## src/rtl/axis_packetizer.sv

```systemverilog
// AXI4-Stream packetizer: frames a sample stream into tlast-delimited packets.
// Define AXIS_PACKETIZER_STS_EN to add the sts_data completed-packet counter.
module axis_packetizer #(
    parameter int AXIS_TDATA_WIDTH = 32,
    parameter int CNTR_WIDTH       = 16
) (
    input  logic                        aclk,
    input  logic                        areset,
    input  logic [CNTR_WIDTH-1:0]       cfg_data,
    input  logic                        cfg_enable,
    input  logic [AXIS_TDATA_WIDTH-1:0] s_axis_tdata,
    input  logic                        s_axis_tvalid,
    output logic                        s_axis_tready,
    output logic [AXIS_TDATA_WIDTH-1:0] m_axis_tdata,
    output logic                        m_axis_tvalid,
    input  logic                        m_axis_tready,
    output logic                        m_axis_tlast
`ifdef AXIS_PACKETIZER_STS_EN
    ,
    output logic [31:0]                 sts_data
`endif
);

    typedef enum logic [1:0] {
        IDLE  = 2'd0,
        RUN   = 2'd1,
        DRAIN = 2'd2
    } state_t;

    state_t                state;
    state_t                state_next;
    logic [CNTR_WIDTH-1:0] len;
    logic [CNTR_WIDTH-1:0] cnt;
    logic [CNTR_WIDTH-1:0] len_m1;
    logic                  out_free;
    logic                  accept;
    logic                  last_beat;
    logic                  cfg_ok;
    logic                  start;
    logic                  first_start;

    assign out_free = ~m_axis_tvalid | m_axis_tready;
    assign len_m1   = len - CNTR_WIDTH'(1);
    assign cfg_ok   = cfg_enable & (cfg_data != '0);

    always_ff @(posedge aclk) begin
        if (areset) begin
            state <= IDLE;
        end else begin
            state <= state_next;
        end
    end

    always_comb begin
        state_next = state;
        case (state)
            IDLE: begin
                if (cfg_ok) begin
                    state_next = RUN;
                end
            end
            RUN: begin
                if (last_beat) begin
                    if (!cfg_enable) begin
                        state_next = DRAIN;
                    end else if (cfg_data == '0) begin
                        state_next = IDLE;
                    end
                end
            end
            DRAIN: begin
                if (out_free) begin
                    state_next = IDLE;
                end
            end
            default: state_next = IDLE;
        endcase
    end

    always_comb begin
        s_axis_tready = (state == RUN) & out_free;
        accept        = s_axis_tvalid & s_axis_tready;
        last_beat     = accept & (cnt == len_m1);
        first_start   = (state == IDLE) & cfg_ok;
        // back-to-back packets re-latch the length on the tlast beat
        start         = first_start | (last_beat & cfg_ok);
    end

    always_ff @(posedge aclk) begin
        if (areset) begin
            len           <= '0;
            cnt           <= '0;
            m_axis_tdata  <= '0;
            m_axis_tvalid <= 1'b0;
            m_axis_tlast  <= 1'b0;
        end else begin
            if (start) begin
                len <= cfg_data;
            end
            if (first_start) begin
                cnt <= '0;
            end else if (accept) begin
                cnt <= last_beat ? '0 : cnt + CNTR_WIDTH'(1);
            end
            if (out_free) begin
                m_axis_tvalid <= accept;
                m_axis_tlast  <= last_beat;
                if (accept) begin
                    m_axis_tdata <= s_axis_tdata;
                end
            end
        end
    end

`ifdef AXIS_PACKETIZER_STS_EN
    always_ff @(posedge aclk) begin
        if (areset) begin
            sts_data <= '0;
        end else if (m_axis_tvalid & m_axis_tready & m_axis_tlast) begin
            sts_data <= sts_data + 32'd1;
        end
    end
`endif

endmodule

```

## config.mk

```make
export PLATFORM = sky130hd
export DESIGN_NAME = axis_packetizer
export DESIGN_NICKNAME = d
export VERILOG_FILES = /design/src/rtl/axis_packetizer.sv
export SDC_FILE = /design/constraint.sdc
export NUM_CORES = 1
export LEC_CHECK = 0
export ABC_AREA = 1
export CAP_MARGIN = 20
export CORE_UTILIZATION = 42
export CTS_BUF_LIST = sky130_fd_sc_hd__clkbuf_4
export CTS_CLUSTER_SIZE = 10
export DETAILED_ROUTE_END_ITERATION = 10
export HOLD_SLACK_MARGIN = 0.15
export PLACE_DENSITY = 0.73
export SYNTH_ARGS = -nofsm -noshare
export SYNTH_HDL_FRONTEND = slang
export SYNTH_SLANG_ARGS = --single-unit
```

## constraint.sdc

```tcl
create_clock -name aclk -period 2.5 [get_ports aclk]
set_clock_uncertainty 0.1 [all_clocks]
set_input_delay 0.5 -clock aclk [delete_from_list [all_inputs] [get_ports aclk]]
set_output_delay 0.5 -clock aclk [all_outputs]
set_load 0.1 [all_outputs]
```

# Word-level counts from Yosys, hierarchy flattened
# Cells that the tools add are included.
# Widths: inputs -> output; s select.
[word_totals]
reg_bits = 68
input_bits = 53
output_inout_bits = 35
wordCells = 37
[classes]
addsub = 2
eq_ne = 7
n_mux = 7
n_bitwise = 9
n_reduce_logical = 6
[ops]
columns = ["cell", "count"]
rows = [
  ["$add 16x1->16 const B", 1],
  ["$eq 16x16->1", 1],
  ["$logic_not 16->1", 1],
  ["$mux 16", 1],
  ["$reduce_bool 16->1", 1],
  ["$sub 16x1->16 const B", 1],
  ["$mux 2", 5],
  ["$and 1x1->1", 6],
  ["$ne 2x2->1 const B", 3],
  ["$pmux 2 s3", 1],
  ["$reduce_and 4->1", 1],
  ["$ne 3x3->1 const B", 1],
  ["$eq 2x1->1 const B", 1],
  ["$eq 2x2->1 const B", 1],
  ["$logic_not 2->1", 1],
  ["$or 1x1->1", 2],
  ["$reduce_and 2->1", 1],
  ["$reduce_or 2->1", 1],
  ["$not 1->1", 1],
]

# Depth between registers and ports, before layout
[depth]
word_depth = 7
ltp_mapped = 17
depth_no_buf = 16

# Worst setup path after synthesis
# OpenSTA, ideal clock, no wires.
[synth_timing]
kind = "register to output"
startpoint = "register m_axis_tvalid"
endpoint = "output s_axis_tready"
t_arrival_ns = 3.024
t_required_ns = 1.900
path_slack_ns = -1.124
path_stages_with_launch = 4
path_buffers = 0
path_cell_list = "dfxtp_1 -> nand2_1 -> inv_1 -> nor3_1"
[synth_between]
elab_chain_cells = 3
[synth_lines]
columns = ["item", "line", "text"]
rows = [
  ["from (decl)", "15", "output logic m_axis_tvalid,"],
  ["from (signal assigned)", "106", "m_axis_tvalid <= accept;"],
  ["$not 1->1", "42", "assign out_free = ~m_axis_tvalid | m_axis_tready;"],
  ["$or 1x1->1", "42", ""],
  ["$and 1x1->1", "81", "s_axis_tready = (state == RUN) & out_free;"],
  ["to (decl)", "13", "output logic s_axis_tready,"],
]
# No other way between the ends.

# Final worst setup path
[layout_timing]
startpoint = "input m_axis_tready"
endpoint = "output s_axis_tready"
[layout_between]
elab_chain_cells = 2
[layout_lines]
columns = ["item", "line", "text"]
rows = [
  ["from (decl)", "16", "input logic m_axis_tready,"],
  ["$or 1x1->1", "42", ""],
  ["$and 1x1->1", "81", ""],
]
# No other way between the ends.

==> run_results.csv <==
group,metric,value,unit
clock_network,cts_root_buf,"clkbuf_4",
routing,remaining_drc_errors,0,
place,numPortBuffers,87,
clock_network,clock_latency,400,ps
pwr,power.density,561.6,nW/µm²
sta,fmax,444.9,MHz
clock_network,clk_pin_slew,100,ps
final_layout,fin_util,58.08,%
worst_setup_path,critPathKind,"in -> out",
synth,ys_seq_elements,68,
place,dpl.hpwl,6810,µm
place,dp_slack,-124.2,ps
global_routing,antenna_found_initial,0,
synth,synth_area_leaders,"dfxtp_1, nand2_1, nor2_1",
place,numPlacedInstances,751,
outcome,status,"completed",
routing,drt_iter0_drc,139,
sta,setup_ws,252.3,ps
synth,syn_inst,559,
clock_network,cts_tree,"yes",
pwr,ir_drop,0.0003727,V
synth,synth.cell_area,3540,µm²
job,drv_cap,0,
synth,seq_area_frac_synth,38.46,%
final_layout,layout.nets,713,
worst_setup_path,cp_cell_sequence,"clkdlybuf4s50_1 > inv_1 > nand2_1 > buf_4 > inv_1 > nor3_4 > buf_12",
worst_setup_path,cp.arrival,1650,ps
sta,fin_crit,2248,ps
worst_setup_path,start_kind,"input port",
routing,vias_per_cell,4.784,
floorplan,dieArea,8798,µm²
synth,ys_types,28,
hold_path,hp-class,"reg -> reg",
final_layout,drive_gt1_share,13.27,%
synth,synth_top_area_share,38.46,%
floorplan,chipHeight,93.80,µm
clock_network,clock_sinks,68,
routing,ant_nets,0,
synth,ys_warn_count,0,
floorplan,io_pins,88,
global_routing,track_usage,21.84,%
final_layout,diodes,0,
synth,synth_area_per_cell,6.332,µm²
routing,wl_per_cell,11.37,µm
routing,vias,3674,
synth,syn-num-nets,614,
floorplan,die_w,93.80,µm
sta,relSlewSlack,75.29,%
worst_setup_path,cpMostUsedCell,"inv_1",
synth,async_flop_share,0,%
place,gp_congestion,0.8628,
synth,synth_top_area_cell,"dfxtp_1",
worst_setup_path,cp_slowest_stage_delay,450,ps
clock_network,postCtsSetupBuffers,0,
floorplan,rows,33,
clock_network,h-tree-depth,3,
final_layout,nFillCells,783,
worst_setup_path,path_buf_inv,5,
global_routing,grt_pass1_vias,3542,
clock_network,cts.path.max_buffers,2,
final_layout,fin_cells,768,
worst_setup_path,cpMaxStageDelayCell,"clkdlybuf4s50_1",
sta,maxSlewViolCount,0,
synth,synth-main-ff-cell,"dfxtp_1",
sta,setup_viol,0,
floorplan,start_util,43.30,%
synth,synth_edf_count,0,
sta,tightestPinTransition,367.3,ps
worst_setup_path,cp_top_family,"buffers and inverters",
global_routing,overflow,0,
sta,fin_crit_sh,89.91,%
final_layout,area_delta_synth_final,34.15,%
pwr,leakagePower,0.002170,µW
sta,timing.hold.ws,372.6,ps
routing,routed_wl,8733,µm
clock_network,cts_buffers,9,
global_routing,grt_max_degree,39,
global_routing,grt_pass1_wl,15220,µm
routing,dr.pass1.iters,4,
pwr,p_total,2667,µW
sta,rsz0062_at_grt,"false",
sta,hold_viol_final,0,
floorplan,core,8175,µm²
worst_setup_path,critPathMaxFanout,4,
worst_setup_path,worstPathRequired,1900,ps
worst_setup_path,end_kind,"output pin",
## final cells by class
type                    instances  area [µm²]  area share, %
repair buffers                103       940.9          19.82
inverters                      66       247.7          5.217
well taps                     105       131.4          2.767
multi-input cells             410        1903          40.08
clock buffers                  10       75.07          1.581
flip-flops and latches         68        1361          28.67
clock inverters                 6       88.84          1.871
## final timing paths
check,from,to,slack [ps],depth (start not counted)
hold reg to reg,m_axis_tdata[14],m_axis_tdata[14],370,2
setup reg to reg,len[0],len[5],260,15
setup / recovery,m_axis_tready,s_axis_tready,250,7
hold / removal,m_axis_tdata[14],m_axis_tdata[14],370,2
## layer usage
layer,vias to the layer above,share of wire (%),track usage [%]
met5,-,0,0
met1,1633,44,26.34
met3,9,7.7,6.877
met4,0,1.1,6.795
met2,103,48,36.80
li1,1929,-,-
## logic make-up after synthesis
kind of cell | synth area share, %
simple gates | 41.11
buf+inv | 9.226
flops | 38.46
compound gates | 6.539
xor+xnor | 3.959
fa+ha+maj | 0.7069
## synth_stat cells, types with 3 or more instances
library cell and number:
a21oi_1 38, clkbuf_1 13, dfxtp_1 68, inv_1 63
nand2_1 178, nand2_2 3, nand3_1 37, nand3_2 3
nand4_1 7, nor2_1 95, nor2_2 4, nor3_1 6
nor3b_1 4, o21ai_0 7, xnor2_1 5, xor2_1 11
## flip-flops by register name, indices dropped and copies added, names as in the netlist
name           flops
len               16
m_axis_tdata      32
state              2
m_axis_tvalid      1
cnt               16
m_axis_tlast       1
## power breakdown
| part | total, µW | internal [µW] | switching (µW) |
|---|---|---|---|
| sequential | 1170 | 1130 | 42.4 |
| clock | 805 | 417 | 389 |
| combinational | 691 | 241 | 450 |
## timing repair
| action | CTS | global route |
|---|---|---|
| hold buffers | 0 | 0 |
| endpoints found under the setup margin | 0 | 35 |
| resized for setup | 0 | 7 |
## cell usage in the layout, fill, tap and decap left out, types with 10 or more instances in the layout
master           count
nand2_1            178
nor2_1              94
dfxtp_1             68
inv_1               63
clkdlybuf4s50_1     52
buf_4               48
a21oi_1             38
nand3_1             36
xor2_1              11
clkbuf_4            10
## per-stage QoR
step / cell area (µm²) / setup TNS, ps
4_1_cts: 4708 / 0
3_5_place_dp: 4544 / -1955
2_1_floorplan: 3551 / 0
5_1_grt: 4748 / 0
6_report: 4748 / 0
3_3_place_gp: 4544 / -1324
## worst register-to-register path: cells and delay by family (launching register included)
family / cells / cell delay, ps
fa+ha+maj: 1 / 220
buf+inv: 2 / 130
flops: 1 / 350
simple gates: 12 / 1340
Power figures use the tool's default switching activity.
